<file path="src/rtl/control_seq_pkg.sv">
// Shared types and widths for the control loop sequencer slice.
package control_seq_pkg;

    localparam int unsigned ADC_WIDTH     = 12;
    localparam int unsigned PARAM_WIDTH   = 8;
    localparam int unsigned OVERRUN_WIDTH = 8;

    localparam logic ADDR_P        = 1'b0;
    localparam logic ADDR_SETPOINT = 1'b1;

    typedef enum logic [2:0] {
        IDLE,
        SAMPLE,
        WAIT_ADC,
        COMMIT,
        WAIT_TICK,
        FAULT
    } seq_state_e;

endpackage

</file>
<file path="src/rtl/control_loop_sequencer_if.sv">
// Parameter-write, ADC handshake and controller-facing signals of the sequencer.
interface control_loop_sequencer_if;
    import control_seq_pkg::*;

    logic                     param_write_valid;
    logic                     param_write_address;
    logic [PARAM_WIDTH-1:0]   param_write_value;
    logic                     adc_start;
    logic [ADC_WIDTH-1:0]     adc_reading;
    logic                     adc_reading_valid;
    logic [ADC_WIDTH-1:0]     sensor_reading;
    logic [PARAM_WIDTH-1:0]   p;
    logic [PARAM_WIDTH-1:0]   setpoint;
    logic                     update;
    logic                     motor_enable;
    logic                     fault;
    logic [OVERRUN_WIDTH-1:0] overrun_count;

    modport master (
        input  param_write_valid, param_write_address, param_write_value,
        input  adc_reading, adc_reading_valid,
        output adc_start, sensor_reading, p, setpoint, update,
        output motor_enable, fault, overrun_count
    );

    modport slave (
        output param_write_valid, param_write_address, param_write_value,
        output adc_reading, adc_reading_valid,
        input  adc_start, sensor_reading, p, setpoint, update,
        input  motor_enable, fault, overrun_count
    );

endinterface

</file>
<file path="src/rtl/loop_timer.sv">
// Free-running period counter; tick_c marks the last cycle of each period.
module loop_timer #(
    parameter int unsigned PERIOD = 50000
) (
    input  logic clk,
    input  logic reset,
    input  logic clear,
    input  logic run,
    output logic tick_c
);

    localparam int unsigned CNT_W = (PERIOD > 1) ? $clog2(PERIOD) : 1;
    localparam logic [CNT_W-1:0] LAST = CNT_W'(PERIOD - 1);

    logic [CNT_W-1:0] count;

    always_ff @(posedge clk) begin
        if (reset || clear) begin
            count <= '0;
        end else if (run) begin
            count <= (count == LAST) ? '0 : count + CNT_W'(1);
        end
    end

    assign tick_c = run && (count == LAST);

endmodule

</file>
<file path="src/rtl/control_loop_sequencer.sv">
// Fixed-rate control loop sequencer: ADC trigger with timeout, atomic
// parameter commit, controller strobe and fault-aware motor enable.
module control_loop_sequencer
    import control_seq_pkg::*;
#(
    parameter int unsigned LOOP_PERIOD = 50000,
    parameter int unsigned ADC_TIMEOUT = 2000,
    parameter int unsigned MAX_FAULTS  = 3
) (
    input  logic                     clk,
    input  logic                     reset,
    input  logic                     enable,
    control_loop_sequencer_if.master bus
);

    localparam int unsigned TO_W  = (ADC_TIMEOUT > 1) ? $clog2(ADC_TIMEOUT) : 1;
    localparam int unsigned FLT_W = $clog2(MAX_FAULTS + 1);

    seq_state_e               state, state_d;
    logic [TO_W-1:0]          to_cnt_q, to_cnt_d;
    logic [FLT_W-1:0]         flt_cnt_q, flt_cnt_d, flt_inc;
    logic [PARAM_WIDTH-1:0]   pend_p_q, pend_p_d, pend_sp_q, pend_sp_d;
    logic [PARAM_WIDTH-1:0]   p_q, p_d, sp_q, sp_d;
    logic [ADC_WIDTH-1:0]     sensor_q, sensor_d;
    logic [OVERRUN_WIDTH-1:0] ovr_q, ovr_d;
    logic                     adc_start_q, adc_start_d;
    logic                     update_q, update_d;
    logic                     motor_en_q, motor_en_d;
    logic                     fault_q, fault_d;
    logic                     running, tick_c;

    assign running = (state == SAMPLE) || (state == WAIT_ADC) ||
                     (state == COMMIT) || (state == WAIT_TICK);
    assign flt_inc = flt_cnt_q + FLT_W'(1);

    loop_timer #(.PERIOD(LOOP_PERIOD)) u_loop_timer (
        .clk    (clk),
        .reset  (reset),
        .clear  (!running),
        .run    (running),
        .tick_c (tick_c)
    );

    // Next-state and next-output logic
    always_comb begin
        state_d     = state;
        to_cnt_d    = to_cnt_q;
        flt_cnt_d   = flt_cnt_q;
        pend_p_d    = pend_p_q;
        pend_sp_d   = pend_sp_q;
        p_d         = p_q;
        sp_d        = sp_q;
        sensor_d    = sensor_q;
        ovr_d       = ovr_q;
        update_d    = 1'b0;
        motor_en_d  = motor_en_q;
        fault_d     = fault_q;

        if (bus.param_write_valid) begin
            if (bus.param_write_address == ADDR_P) begin
                pend_p_d = bus.param_write_value;
            end else if (bus.param_write_address == ADDR_SETPOINT) begin
                pend_sp_d = bus.param_write_value;
            end
        end

        // A tick outside WAIT_TICK means the iteration ran long; it is dropped.
        if (tick_c && (state != WAIT_TICK) && (ovr_q != '1)) begin
            ovr_d = ovr_q + OVERRUN_WIDTH'(1);
        end

        if (running && !enable) begin
            state_d    = IDLE;
            motor_en_d = 1'b0;
        end else begin
            case (state)
                IDLE: begin
                    if (enable) state_d = SAMPLE;
                end
                SAMPLE: begin
                    to_cnt_d = '0;
                    state_d  = WAIT_ADC;
                end
                WAIT_ADC: begin
                    if (bus.adc_reading_valid) begin
                        sensor_d  = bus.adc_reading;
                        flt_cnt_d = '0;
                        state_d   = COMMIT;
                    end else if (to_cnt_q == TO_W'(ADC_TIMEOUT - 1)) begin
                        flt_cnt_d = flt_inc;
                        if (flt_inc == FLT_W'(MAX_FAULTS)) begin
                            state_d    = FAULT;
                            fault_d    = 1'b1;
                            motor_en_d = 1'b0;
                        end else begin
                            state_d = WAIT_TICK;
                        end
                    end else begin
                        to_cnt_d = to_cnt_q + TO_W'(1);
                    end
                end
                COMMIT: begin
                    p_d        = pend_p_q;
                    sp_d       = pend_sp_q;
                    update_d   = 1'b1;
                    motor_en_d = 1'b1;
                    state_d    = WAIT_TICK;
                end
                WAIT_TICK: begin
                    if (tick_c) state_d = SAMPLE;
                end
                FAULT: begin
                    fault_d    = 1'b1;
                    motor_en_d = 1'b0;
                end
                default: state_d = IDLE;
            endcase
        end

        adc_start_d = (state_d == SAMPLE);
    end

    always_ff @(posedge clk) begin
        if (reset) begin
            state       <= IDLE;
            to_cnt_q    <= '0;
            flt_cnt_q   <= '0;
            pend_p_q    <= '0;
            pend_sp_q   <= '0;
            p_q         <= '0;
            sp_q        <= '0;
            sensor_q    <= '0;
            ovr_q       <= '0;
            adc_start_q <= 1'b0;
            update_q    <= 1'b0;
            motor_en_q  <= 1'b0;
            fault_q     <= 1'b0;
        end else begin
            state       <= state_d;
            to_cnt_q    <= to_cnt_d;
            flt_cnt_q   <= flt_cnt_d;
            pend_p_q    <= pend_p_d;
            pend_sp_q   <= pend_sp_d;
            p_q         <= p_d;
            sp_q        <= sp_d;
            sensor_q    <= sensor_d;
            ovr_q       <= ovr_d;
            adc_start_q <= adc_start_d;
            update_q    <= update_d;
            motor_en_q  <= motor_en_d;
            fault_q     <= fault_d;
        end
    end

    assign bus.adc_start      = adc_start_q;
    assign bus.sensor_reading = sensor_q;
    assign bus.p              = p_q;
    assign bus.setpoint       = sp_q;
    assign bus.update         = update_q;
    assign bus.motor_enable   = motor_en_q;
    assign bus.fault          = fault_q;
    assign bus.overrun_count  = ovr_q;

endmodule

</file>
<file path="src/flat_wrapper.sv">
// flat-port wrapper written by rule: the top's interface ports become plain ports
module control_loop_sequencer_flat import control_seq_pkg::*;
#(
    parameter int unsigned LOOP_PERIOD = 50000,
    parameter int unsigned ADC_TIMEOUT = 2000,
    parameter int unsigned MAX_FAULTS  = 3
)
  (clk, reset, enable, bus_param_write_valid, bus_param_write_address, bus_param_write_value, bus_adc_reading, bus_adc_reading_valid, bus_adc_start, bus_sensor_reading, bus_p, bus_setpoint, bus_update, bus_motor_enable, bus_fault, bus_overrun_count);
  control_loop_sequencer_if bus_i ();
  input  logic clk;
  input  logic reset;
  input  logic enable;
  input wire logic [$bits(bus_i.param_write_valid)-1:0] bus_param_write_valid;
  input wire logic [$bits(bus_i.param_write_address)-1:0] bus_param_write_address;
  input wire logic [$bits(bus_i.param_write_value)-1:0] bus_param_write_value;
  input wire logic [$bits(bus_i.adc_reading)-1:0] bus_adc_reading;
  input wire logic [$bits(bus_i.adc_reading_valid)-1:0] bus_adc_reading_valid;
  output wire logic [$bits(bus_i.adc_start)-1:0] bus_adc_start;
  output wire logic [$bits(bus_i.sensor_reading)-1:0] bus_sensor_reading;
  output wire logic [$bits(bus_i.p)-1:0] bus_p;
  output wire logic [$bits(bus_i.setpoint)-1:0] bus_setpoint;
  output wire logic [$bits(bus_i.update)-1:0] bus_update;
  output wire logic [$bits(bus_i.motor_enable)-1:0] bus_motor_enable;
  output wire logic [$bits(bus_i.fault)-1:0] bus_fault;
  output wire logic [$bits(bus_i.overrun_count)-1:0] bus_overrun_count;
  assign bus_i.param_write_valid = bus_param_write_valid;
  assign bus_i.param_write_address = bus_param_write_address;
  assign bus_i.param_write_value = bus_param_write_value;
  assign bus_i.adc_reading = bus_adc_reading;
  assign bus_i.adc_reading_valid = bus_adc_reading_valid;
  assign bus_adc_start = bus_i.adc_start;
  assign bus_sensor_reading = bus_i.sensor_reading;
  assign bus_p = bus_i.p;
  assign bus_setpoint = bus_i.setpoint;
  assign bus_update = bus_i.update;
  assign bus_motor_enable = bus_i.motor_enable;
  assign bus_fault = bus_i.fault;
  assign bus_overrun_count = bus_i.overrun_count;
  control_loop_sequencer #(.LOOP_PERIOD(LOOP_PERIOD), .ADC_TIMEOUT(ADC_TIMEOUT), .MAX_FAULTS(MAX_FAULTS)) u_core (.clk(clk), .reset(reset), .enable(enable), .bus(bus_i));
endmodule
</file>
<file path="config.mk">
export PLATFORM = sky130hd
export DESIGN_NAME = control_loop_sequencer_flat
export DESIGN_NICKNAME = d
export VERILOG_FILES = /design/src/rtl/control_seq_pkg.sv /design/src/rtl/control_loop_sequencer_if.sv /design/src/rtl/loop_timer.sv /design/src/rtl/control_loop_sequencer.sv /design/src/flat_wrapper.sv
export SDC_FILE = /design/constraint.sdc
export NUM_CORES = 1
export LEC_CHECK = 0
export CAP_MARGIN = 20
export CORE_AREA = 2 2 86 88
export CTS_CLUSTER_SIZE = 24
export DETAILED_ROUTE_END_ITERATION = 16
export DIE_AREA = 0 0 88 90
export PLACE_DENSITY = 0.88
export SLEW_MARGIN = 0
export SYNTH_ARGS = -nofsm -noshare
export SYNTH_HDL_FRONTEND = slang
export SYNTH_SLANG_ARGS = --single-unit
</file>
<file path="constraint.sdc">
create_clock -name clk -period 4.05 [get_ports clk]
set_input_delay 0.81 -clock clk [delete_from_list [all_inputs] [get_ports clk]]
set_output_delay 0.81 -clock clk [all_outputs]
set_load 0.05 [all_outputs]
</file>
After elaboration in Yosys (flattened, before gate mapping). Index checks and enable logic that the tools add are counted.

Register bits: 88. Bits of input ports: 26. Output and inout bits: 40. Logic and storage cells: 81.

Add/subtract/negate cells: 4. Equality and inequality tests: 15. Muxes and demuxes: 22. Bitwise operators: 2. Reductions and logical operators: 24.

Operator list (number): two-way mux 11 bit (2); one-hot mux 11 bit (2 select lines) (1); one-hot mux 3 bit (6 select lines) (1); adder 16 x 1 -> 16 bit, second input constant (1); equality test 16 bit, second input constant (1); two-way mux 16 bit (1); two-way mux 3 bit (5); adder 11 x 1 -> 11 bit, second input constant (1); equality test 11 bit, second input constant (1); adder 8 x 1 -> 8 bit, second input constant (1); two-way mux 1 bit (8); inequality test 2 bit, second input constant (4); inequality test 8 bit, second input constant (1); AND reduction 4 bit (2); equality test 3 x 1 -> 1 bit, second input constant (2); equality test 3 x 2 -> 1 bit, second input constant (2); equality test 3 bit, second input constant (2); AND reduction 2 bit (3); AND reduction 3 bit (2); nonzero test 2 bit (3); AND reduction 5 bit (1); logical AND 1 bit (4); logical OR 1 bit (4); two-way mux 2 bit (2); 10 further kinds (12).

Depth between registers and ports, before layout. Gate-level depths: netlist (run 1).

Depth in word-level cells: 9. Mapped depth: 7. Mapped depth without buffers: 5.

Modules after synthesis. Synthesis (run 1) repeated with hierarchy kept, for this count alone.

Cell total of the unflattened synthesis: 433. Area total of the unflattened synthesis: 3784.9 µm².

Modules (own cells, without submodules): control_loop_sequencer (times used 1, cells each 350, area an instance 3045.4 µm², sequential area each 1441.4 µm²); loop_timer (times used 1, cells each 83, area an instance 739.5 µm², sequential area each 320.3 µm²).

Worst setup path after synthesis (run 1). No wires, ideal clock.

Path type: in2reg. Start point: input bus_adc_reading_valid. End point: register u_core.to_cnt_q[9]. Library setup time: 71 ps. Arrival time: 2033 ps. Data required time: 3979 ps. Setup slack: 1946 ps. Stages on the path: 5. Buffers on the path: 1. Cell sequence: clkbuf_1 nor3b_4 o2111ai_4 or4_1 a21oi_1.

Longest elaborated chain between the ends: 2.

Ends and longest elaborated chain: from (decl) (RTL line flat_wrapper.sv:17) `input wire logic [$bits(bus_i.adc_reading_valid)-1:0] bus_adc_reading_valid;`; inequality test 2 bit (no source line); AND reduction 4 bit (no source line); to (signal assigned) (RTL line control_loop_sequencer.sv:140) `to_cnt_q <= to_cnt_d;`; to (decl) (RTL line control_loop_sequencer.sv:20) `logic [TO_W-1:0] to_cnt_q, to_cnt_d;`.

Every way passes these cells. A chain may end at the register's enable or synchronous reset.

Worst setup path in the final report (run 1).
Start point: input enable. End point: register u_core.sp_q[6], in the netlist u_core.bus.setpoint[6].

Longest elaborated chain between the ends: 4.

Ends and longest elaborated chain: from (decl) (RTL line flat_wrapper.sv:12) `input logic enable;`; zero test 1 bit (RTL line control_loop_sequencer.sv:72) `if (running && !enable) begin`; logical AND 1 bit (RTL line control_loop_sequencer.sv:72); inverter 1 bit (no source line); AND reduction 2 bit (no source line); to (signal assigned) (RTL line control_loop_sequencer.sv:145) `sp_q <= sp_d;`; to (decl) (RTL line control_loop_sequencer.sv:23) `logic [PARAM_WIDTH-1:0] p_q, p_d, sp_q, sp_d;`.

Every way passes these cells.

==> results.txt, run 1 <==
Critical-path top delay cell: nand3_1
Max Cap Viol: 0
First-pass GRT wire length: 14.3 mm
Vias per std cell: 5.73
Power Total: 1.68 mW
H-tree depth: 3
Worst Max-Slew Pin Slew: 0.939 ns
Number of routed nets with antenna violations: 0
Pleak: 1.50 nW
Area growth from synthesis to layout: 22.6%
Clock Latency Late Sink: 0.37 ns
Async SR Flop Fraction: 0%
Nets: 529
Sequential-to-total area share from yosys stat: 45.8%
Post-CTS sizing: 0
Drt pass-1 iters: 4
Top Layer Used: met4
Clock Power Share: 38.0%
Commonest non-fill, non-tap cell in the layout: dfxtp_1
Post-DP Area: 4500 um2
Die Area: 7920 um2
Crit path from: enable
Cell Int Power: 1.25 mW
Crit Path Max Fanout: 17
Crit path max-delay family: simple AND/OR/NAND/NOR gates
Status: finished clean
Most frequent cells in the layout: dfxtp_1, nand2_1, clkdlybuf4s50_1
Comb pwr share: 8.4%
Max VDD drop: 0.000228 V
Tightest Hold Check Type: reg2reg
Setup crit start kind: input port
R2r startpoint: u_core.state[0]
Clk buf depth: 2
Synthesized instance count: 450
Total Routing Usage GR: 22.5%
Ys flop type: dfxtp_1
Yosys Warn Count: 0
CTS tree: yes
Final TNS setup: 0 ns
Power density cells: 356 nW/um2
Net Sw Power: 0.428 mW
Hold Fails Final Rpt: 0
GRT overflow: 0
Post-Route M1 WL: 3.91 mm
Register share of total power: 53.6%
Starting DRC count in detailed routing: 188
WL met2: 4.33 mm
Die width: 88 um
Setup CP Type: in2reg
Sw frac: 25.5%
Seq cells post-synth: 88
# diodes: 0
Critical path's largest stage delay: 0.66 ns
Met3 WL: 402 um
Core area: 7020 um2
Cell area after layout: 4710 um2
Largest net degree at the start of global routing: 60
Hold_sp: u_core.pend_p_q[1]
Final HPWL DP: 5.97 mm
TritonCTS Buffers: 9
Unrepaired setup endpoints after global routing: false
Pre-CTS setup slack: 0.957 ns
Arrival @ worst endpoint: 2.96 ns
Clock-pin slew on the worst setup and hold paths: 0.09 ns
Port bufs: 65
FMAX: 365 MHz
Synth Area per Inst: 8.54 um2
Die Height: 90 um
Netlist cell types: 54
Routed WL: 8.85 mm
Tmin final: 2.74 ns
Worst-path cell chain: clkdlybuf4s50_1 -> nor2b_1 -> nand3_1 -> nand2_1 -> a21oi_1
Pins Over Slew Limit: 0
# setup viols final: 0
Via count: 3453
Initial core utilization: 54.8%
Number of core rows: 31
Post-CTS Setup Inserts: 0
Clk sinks: 88
Io pins: 66
Routed length per instance: 14.7 um
Final Skew: 0.0127 ns
Final worst path period share: 67.7%
Number of synthesized flops with an enable pin: 0
Final WS setup: 1.31 ns
Worst endpoint required time: 4.27 ns
Vias in the first global route: 3222
Root buffer cell: clkbuf_8
Drc violations: 0
RePlAce Congestion: 0.820
Cell area after synthesis: 3840 um2
Cts-stage hold buffer count: 0
Synthesized net count: 480
CP Buf/Inv Count: 1
Initial antenna violation count: 0
Max-slew headroom: 37.3%
Critical Path Sink Type: flop
Share of cells above drive strength 1: 6.55%
[final timing paths]
kind	to	slack, ns	cells past startpoint
min reg2reg	u_core.bus.p[1]	0.46	2
min	u_core.bus.p[1]	0.46	2
max	u_core.bus.setpoint[6]	1.31	5
max reg2reg	u_core.to_cnt_q[9]	1.64	4
[through the flow]
stage | utilization (%) | instances | hold slack (ns)
2_1_floorplan | - | 450 | 0.426
5_1_grt | 67.1 | 603 | 0.475
6_report | 67.1 | 603 | 0.458
4_1_cts | 67.1 | 603 | 0.457
3_3_place_gp | 64.1 | 587 | 0.435
3_5_place_dp | 64.1 | 587 | 0.445
[cell usage after synthesis (2+ instances only)]
| library cell | n | area (um2) |
|---|---|---|
| a32o_1 | 2 | 20.0 |
| or4_1 | 16 | 120 |
| o211ai_1 | 2 | 15.0 |
| or3_1 | 8 | 50.1 |
| nand2_1 | 81 | 304 |
| nor2b_1 | 3 | 18.8 |
| o21ba_2 | 4 | 40.0 |
| and2_1 | 2 | 12.5 |
| a31oi_1 | 3 | 18.8 |
| xor2_1 | 6 | 52.6 |
| buf_2 | 7 | 35.0 |
| and4_1 | 4 | 35.0 |
| nor4b_2 | 2 | 30.0 |
| inv_1 | 7 | 26.3 |
| nor2_1 | 19 | 71.3 |
| o21ai_2 | 2 | 17.5 |
| clkbuf_1 | 19 | 71.3 |
| nand3_1 | 22 | 110 |
| nor4_1 | 5 | 31.3 |
| ha_1 | 4 | 50.1 |
| a21oi_1 | 62 | 310 |
| o2111ai_1 | 2 | 17.5 |
| o31ai_1 | 15 | 113 |
| and3_1 | 6 | 37.5 |
| dfxtp_1 | 88 | 1760 |
| buf_4 | 2 | 15.0 |
| nor3_1 | 2 | 10.0 |
| mux2i_1 | 9 | 90.1 |
| nand4_1 | 10 | 62.6 |
| o21ai_0 | 12 | 60.1 |
[worst reg2reg max path: cells and delay by family, from the launching register on]
family          cells  cell delay (ns)
compound gates      2             0.42
flops               1             0.74
simple gates        2             1.19
[registers in the layout, indices dropped and copies added, names as in the netlist]
signal,flops
u_core.to_cnt_q,11
u_core.bus.setpoint,8
u_core.bus.motor_enable,1
u_core.pend_sp_q,8
u_core.bus.fault,1
u_core.u_loop_timer.count,16
u_core.bus.sensor_reading,12
u_core.flt_cnt_q,2
u_core.bus.adc_start,1
u_core.pend_p_q,8
u_core.state,3
u_core.bus.p,8
u_core.bus.update,1
u_core.bus.overrun_count,8
[final cells by class]
type	instances	area (um2)
fill	578	2310
multi-input combinational	326	1930
sequential	88	1760
timing repair buffer	66	653
clock buffer	10	138
tap	99	124
clock inverter	6	73.8
inverter	8	30.0
[metal layers]
metal  track usage [%]  vias to the layer above
met4              7.82                        0
met1              27.1                     1621
met2              37.4                       83
met5                 0                        -
met3              6.98                       16
li1                  -                     1733
[power groups by stage]
stage          Sequential, mW  Clock (mW)  Combinational [mW]
6_report                0.899       0.637               0.140
5_1_grt                 0.902       0.683               0.153
4_1_cts                 0.899       0.647               0.140
3_5_place_dp            0.919           0               0.139
3_3_place_gp            0.918           0               0.135
2_1_floorplan           0.923           0              0.0865
[kinds of logic (layout without fill, tap and decap cells)]
logic type / Yosys count / in the layout / share of synthesized area, %
AND/OR/NAND/NOR: 192 / 192 / 26.5
multiplexers: 10 / 10 / 2.64
adder cells (fa/ha/maj): 4 / 4 / 1.30
flip-flops: 88 / 88 / 45.8
XOR/XNOR: 6 / 6 / 1.37
buffers and inverters: 36 / 90 / 3.94
AO/OA/AOI/OAI: 114 / 114 / 18.5
Power figures use the tool's default switching activity.
==> run 2, diff against run 1 <==
Settings changed: CORE_AREA 2 2 86 88 to 2 2 89 91, DIE_AREA 0 0 88 90 to 0 0 91 93, PLACE_DENSITY 0.88 to 0.83.
Clock period 4.05 ns to 2.7 ns, I/O delays scaled along.
==> run 2 against run 1 <==
  * Non-clock buffer count rose by 8
  * Largest power group unchanged
  * Clock power rose by 46%
  * Highest routed layer unchanged
  * Cell count rose by 1.8%
==> results.txt, run 2 (synthesized netlist as in run 1, its figures left out) <==
Status: finished clean (unchanged)
Area growth from synthesis to layout: 24.1% (was 22.6%)
Via count: 3507 (was 3453)
Crit path max-delay family: buffers and inverters (was simple AND/OR/NAND/NOR gates)
Cts-stage hold buffer count: 0 (unchanged)
Die width: 91 um (was 88 um)
Clk buf depth: 2 (unchanged)
Vias in the first global route: 3233 (was 3222)
Power density cells: 524 nW/um2 (was 356 nW/um2)
Drt pass-1 iters: 5 (was 4)
Critical-path top delay cell: clkdlybuf4s50_1 (was nand3_1)
Number of core rows: 32 (was 31)
FMAX: 460 MHz
Hold endpoint: u_core.bus.setpoint[5] (was u_core.bus.p[1])
Tmin final: 2.17 ns
Initial core utilization: 51.1% (was 54.8%)
Most frequent cells in the layout: dfxtp_1, nand2_1, clkdlybuf4s50_1 (unchanged)
Routed length per instance: 14.1 um (was 14.7 um)
Initial antenna violation count: 0 (unchanged)
Critical path's largest stage delay: 0.85 ns (was 0.66 ns)
Pleak: 1.53 nW (was 1.50 nW)
Final worst path period share: 80.5%
First-pass GRT wire length: 14.7 mm (was 14.3 mm)
Commonest non-fill, non-tap cell in the layout: dfxtp_1 (unchanged)
Pins Over Slew Limit: 0 (unchanged)
Vias per std cell: 5.71 (was 5.73)
Final Skew: 0.0164 ns (was 0.0127 ns)
Max Cap Viol: 0 (unchanged)
Finished Layout Cells: 614 (was 603)
Clk sinks: 88 (unchanged)
Reg2reg end: u_core.bus.fault (was u_core.to_cnt_q[9])
Final HPWL DP: 6.04 mm (was 5.97 mm)
Fillers: 657 (was 578)
Setup CP Type: reg2out (was in2reg)
Drc violations: 0 (unchanged)
Largest net degree at the start of global routing: 60 (unchanged)
Share of cells above drive strength 1: 7.81% (was 6.55%)
# diodes: 0 (unchanged)
Reg2Reg Depth: 5 (was 4)
TritonCTS Buffers: 9 (unchanged)
Max reg flops: 16 (unchanged)
Final TNS setup: 0 ns (unchanged)
Hold Fails Final Rpt: 0 (unchanged)
Post-CTS sizing: 0 (unchanged)
CP Buf/Inv Count: 1 (unchanged)
Placed cells: 598 (was 587)
Clock-pin slew on the worst setup and hold paths: 0.09 ns (about the same)
Total Routing Usage GR: 20.9% (was 22.5%)
# setup viols final: 0 (unchanged)
Die Area: 8460 um2 (was 7920 um2)
Max-slew headroom: 56.6% (was 37.3%)
Io pins: 66 (unchanged)
Critical Path Sink Type: primary output (was flop)
Die Height: 93 um (was 90 um)
Routed WL: 8.66 mm (was 8.85 mm)
Worst R2R Setup Slack: 0.54 ns (was 1.64 ns)
R2r startpoint: u_core.to_cnt_q[0] (was u_core.state[0])
Arrival @ worst endpoint: 1.63 ns (was 2.96 ns)
Root buffer cell: clkbuf_8 (unchanged)
Setup crit start kind: flop (was input port)
H-tree depth: 3 (unchanged)
Worst endpoint required time: 2.16 ns (was 4.27 ns)
Post-CTS Setup Inserts: 0 (unchanged)
Core area: 7530 um2 (was 7020 um2)
GRT overflow: 0 (unchanged)
Worst Max-Slew Pin Slew: 0.645 ns (was 0.939 ns)
Starting DRC count in detailed routing: 186 (was 188)
Clock Latency Late Sink: 0.36 ns (was 0.37 ns)
CTS tree: yes (unchanged)
Hold_sp: u_core.pend_sp_q[5] (was u_core.pend_p_q[1])
Unrepaired setup endpoints after global routing: false (unchanged)
Largest register by flop count: u_core.u_loop_timer.count (unchanged)
Worst-path cell chain: clkdlybuf4s50_1 (was clkdlybuf4s50_1 -> nor2b_1 -> nand3_1 -> nand2_1 -> a21oi_1)
Min Hold Slack: 0.449 ns (was 0.458 ns)
Max VDD drop: 0.000413 V (was 0.000228 V)
Nets: 537 (was 529)
Hold depth: 2 (unchanged)
Tightest Hold Check Type: reg2reg (unchanged)
RePlAce Congestion: 0.845 (was 0.820)
Crit Path Max Fanout: 7 (was 17)
Number of routed nets with antenna violations: 0 (unchanged)
Port bufs: 65 (unchanged)
-- run 2: how the worst max path moves through the flow --
stage	from	end	cells after the start
5_1_grt	u_core.to_cnt_q[0]	u_core.bus.fault	5
4_1_cts	u_core.bus.overrun_count[3]	bus_overrun_count[3]	1
2_1_floorplan	bus_adc_reading_valid	u_core.to_cnt_q[9]	5
3_5_place_dp	enable	u_core.to_cnt_q[9]	6
6_report	u_core.bus.overrun_count[3]	bus_overrun_count[3]	1
3_3_place_gp	enable	u_core.to_cnt_q[9]	6
-- run 2: final cells by class --
cell class / count / area, um2 / area share, %
timing repair buffer: 74 / 713 / 14.9
sequential: 88 / 1760 / 36.9
clock buffer: 10 / 128 / 2.67
clock inverter: 6 / 80.1 / 1.68
tap: 102 / 128 / 2.67
inverter: 8 / 30.0 / 0.629
multi-input combinational: 326 / 1930 / 40.5
-- run 2: power breakdown --
| group | internal [mW] | switching (mW) |
|---|---|---|
| Sequential | 1.32 | 0.0235 |
| Clock | 0.442 | 0.491 |
| Combinational | 0.0938 | 0.128 |
-- run 2: layer usage --
layer,GRT usage [%],vias to the layer above,part of all wire [%]
li1,-,1749,-
met1,26.0,1653,44
met2,35.8,96,50
met3,5.80,9,5.0
met4,5.68,0,1.0
met5,0,-,0
-- run 2: per-stage QoR --
step / instance area (um2) / power (mW) / util, % / worst slack, ns
after floorplan: 3840 / 1.51 / - / 0.866
after global placement: 4560 / 1.59 / 60.6 / 0.361
after detailed placement: 4560 / 1.59 / 60.6 / 0.330
after CTS: 4770 / 2.51 / 63.4 / 0.508
after global routing: 4770 / 2.60 / 63.4 / 0.427
final: 4770 / 2.50 / 63.4 / 0.527
==> run 3, diff against run 2 <==
Clock period 2.7 ns to 2.25 ns, I/O delays scaled along.
==> run 3 against run 2 <==
  * Worst setup slack got worse by 0.40 ns
  * Clock skew down 0.0033 ns
  * Core utilization increased by 0.40 points
  * Global-route usage grew 0.74 points
  * Cell count up 0.98%
  * Sequential power is 20% higher
  * Die area did not move
  * Final area is 0.63% higher
  * Critical path type unchanged
  * Critical endpoint unchanged
  * Largest cell class unchanged
  * Largest power group unchanged
==> results.txt, run 3 (synthesized netlist as in run 1, its figures left out) <==
Total Routing Usage GR: 21.7% (was 20.9%)
H-tree depth: 3 (unchanged)
Power density cells: 603 nW/um2 (was 524 nW/um2)
Clk sinks: 88 (unchanged)
Final Skew: 0.0132 ns (was 0.0164 ns)
CTS tree: yes (unchanged)
Vias per std cell: 5.69 (was 5.71)
# setup viols final: 0 (unchanged)
Hold Fails Final Rpt: 0 (unchanged)
Clock-pin slew on the worst setup and hold paths: 0.10 ns (was 0.09 ns)
Largest net degree at the start of global routing: 60 (unchanged)
Crit Path Max Fanout: 7 (unchanged)
Die Height: 93 um (unchanged)
Pleak: 1.55 nW (was 1.53 nW)
Max reg flops: 16 (unchanged)
CP Buf/Inv Count: 1 (unchanged)
Most frequent cells in the layout: dfxtp_1, nand2_1, clkdlybuf4s50_1 (unchanged)
Critical path's largest stage delay: 0.85 ns (about the same)
Root buffer cell: clkbuf_8 (unchanged)
GRT overflow: 0 (unchanged)
FMAX: 471 MHz
Crit path from: u_core.bus.overrun_count[3] (unchanged)
Critical Path Sink Type: primary output (unchanged)
Finished Layout Cells: 620 (was 614)
Max Cap Viol: 0 (unchanged)
Io pins: 66 (unchanged)
Worst-path cell chain: clkdlybuf4s50_1 (unchanged)
Crit path max-delay family: buffers and inverters (unchanged)
Via count: 3525 (was 3507)
Clock Latency Late Sink: 0.37 ns (was 0.36 ns)
Die width: 91 um (unchanged)
Worst endpoint required time: 1.80 ns (was 2.16 ns)
Drc violations: 0 (unchanged)
Hold_sp: u_core.pend_sp_q[1] (was u_core.pend_sp_q[5])
Critical-path top delay cell: clkdlybuf4s50_1 (unchanged)
Placed cells: 604 (was 598)
Port bufs: 65 (unchanged)
Max-slew headroom: 60.7% (was 56.6%)
R2r startpoint: u_core.to_cnt_q[0] (unchanged)
Final Util: 63.8% (was 63.4%)
Pins Over Slew Limit: 0 (unchanged)
Unrepaired setup endpoints after global routing: false (unchanged)
Number of routed nets with antenna violations: 0 (unchanged)
Status: finished clean (unchanged)
Routed length per instance: 14.5 um (was 14.1 um)
Final worst path period share: 94.4%
Routed WL: 8.97 mm (was 8.66 mm)
Arrival @ worst endpoint: 1.67 ns (was 1.63 ns)
Clk buf depth: 2 (unchanged)
TritonCTS Buffers: 9 (unchanged)
Post-CTS sizing: 0 (unchanged)
Power Total: 2.90 mW (was 2.50 mW)
Area growth from synthesis to layout: 24.9% (was 24.1%)
Worst Max-Slew Pin Slew: 0.590 ns (was 0.645 ns)
RePlAce Congestion: 0.829 (was 0.845)
Post-CTS Setup Inserts: 0 (unchanged)
Largest register by flop count: u_core.u_loop_timer.count (unchanged)
Cts-stage hold buffer count: 0 (unchanged)
Die Area: 8460 um2 (unchanged)
Final TNS setup: 0 ns (unchanged)
Drt pass-1 iters: 5 (unchanged)
Commonest non-fill, non-tap cell in the layout: dfxtp_1 (unchanged)
Tightest Hold Check Type: reg2reg (unchanged)
Setup CP Type: reg2out (unchanged)
Initial antenna violation count: 0 (unchanged)
Nets: 543 (was 537)
Setup crit start kind: flop (unchanged)
# diodes: 0 (unchanged)
Final HPWL DP: 6.31 mm (was 6.04 mm)
First-pass GRT wire length: 14.9 mm (was 14.7 mm)
Starting DRC count in detailed routing: 160 (was 186)
Min Hold Slack: 0.456 ns (was 0.449 ns)
Share of cells above drive strength 1: 8.88% (was 7.81%)
Max VDD drop: 0.000361 V (was 0.000413 V)
Number of core rows: 32 (unchanged)
Initial core utilization: 51.1% (unchanged)
Core area: 7530 um2 (unchanged)
Tmin final: 2.12 ns
Vias in the first global route: 3334 (was 3233)
-- run 3: power breakdown --
group          internal [mW]  switching [mW]  total, mW
Combinational          0.118           0.158      0.276
Clock                  0.416           0.594       1.01
Sequential              1.58          0.0261       1.61
-- run 3: final timing paths --
check | endpoint | slack [ns] | depth (start not counted)
setup / recovery | bus_overrun_count[3] | 0.13 | 1
hold / removal | u_core.bus.setpoint[1] | 0.46 | 2
setup reg to reg | u_core.flt_cnt_q[1] | 0.22 | 5
hold reg to reg | u_core.bus.setpoint[1] | 0.46 | 2
-- run 3: tightest hold or removal path, delay by kind of cell, from the launching register on --
kind	cells	cell delay (ns)
AO/OA/AOI/OAI	1	0.05
flip-flops	1	0.32
AND/OR/NAND/NOR	1	0.05
-- run 3: layout make-up --
cell class	count	area (um2)
Fill cell	675	2730
Tap cell	102	128
Clock buffer	10	128
Multi-Input combinational cell	326	1930
Timing Repair Buffer	80	771
Inverter	8	30.0
Sequential cell	88	1760
Clock inverter	6	52.6
-- run 3: stage by stage --
| step | setup slack (ns) | instance area (um2) |
|---|---|---|
| final | 0.126 | 4800 |
| after floorplan | 0.483 | 3840 |
| after detailed placement | 0.107 | 4620 |
| after global placement | 0.126 | 4620 |
| after global routing | 0.0320 | 4800 |
| after CTS | 0.114 | 4800 |
-- run 3: per-layer routing --
| layer | track usage, % | vias to the layer above | part of all wire, % |
|---|---|---|---|
| met3 | 5.48 | 13 | 4.1 |
| met1 | 25.4 | 1667 | 44 |
| met4 | 8.84 | 0 | 1.8 |
| li1 | - | 1764 | - |
| met2 | 37.8 | 81 | 50 |
| met5 | 0 | - | 0 |
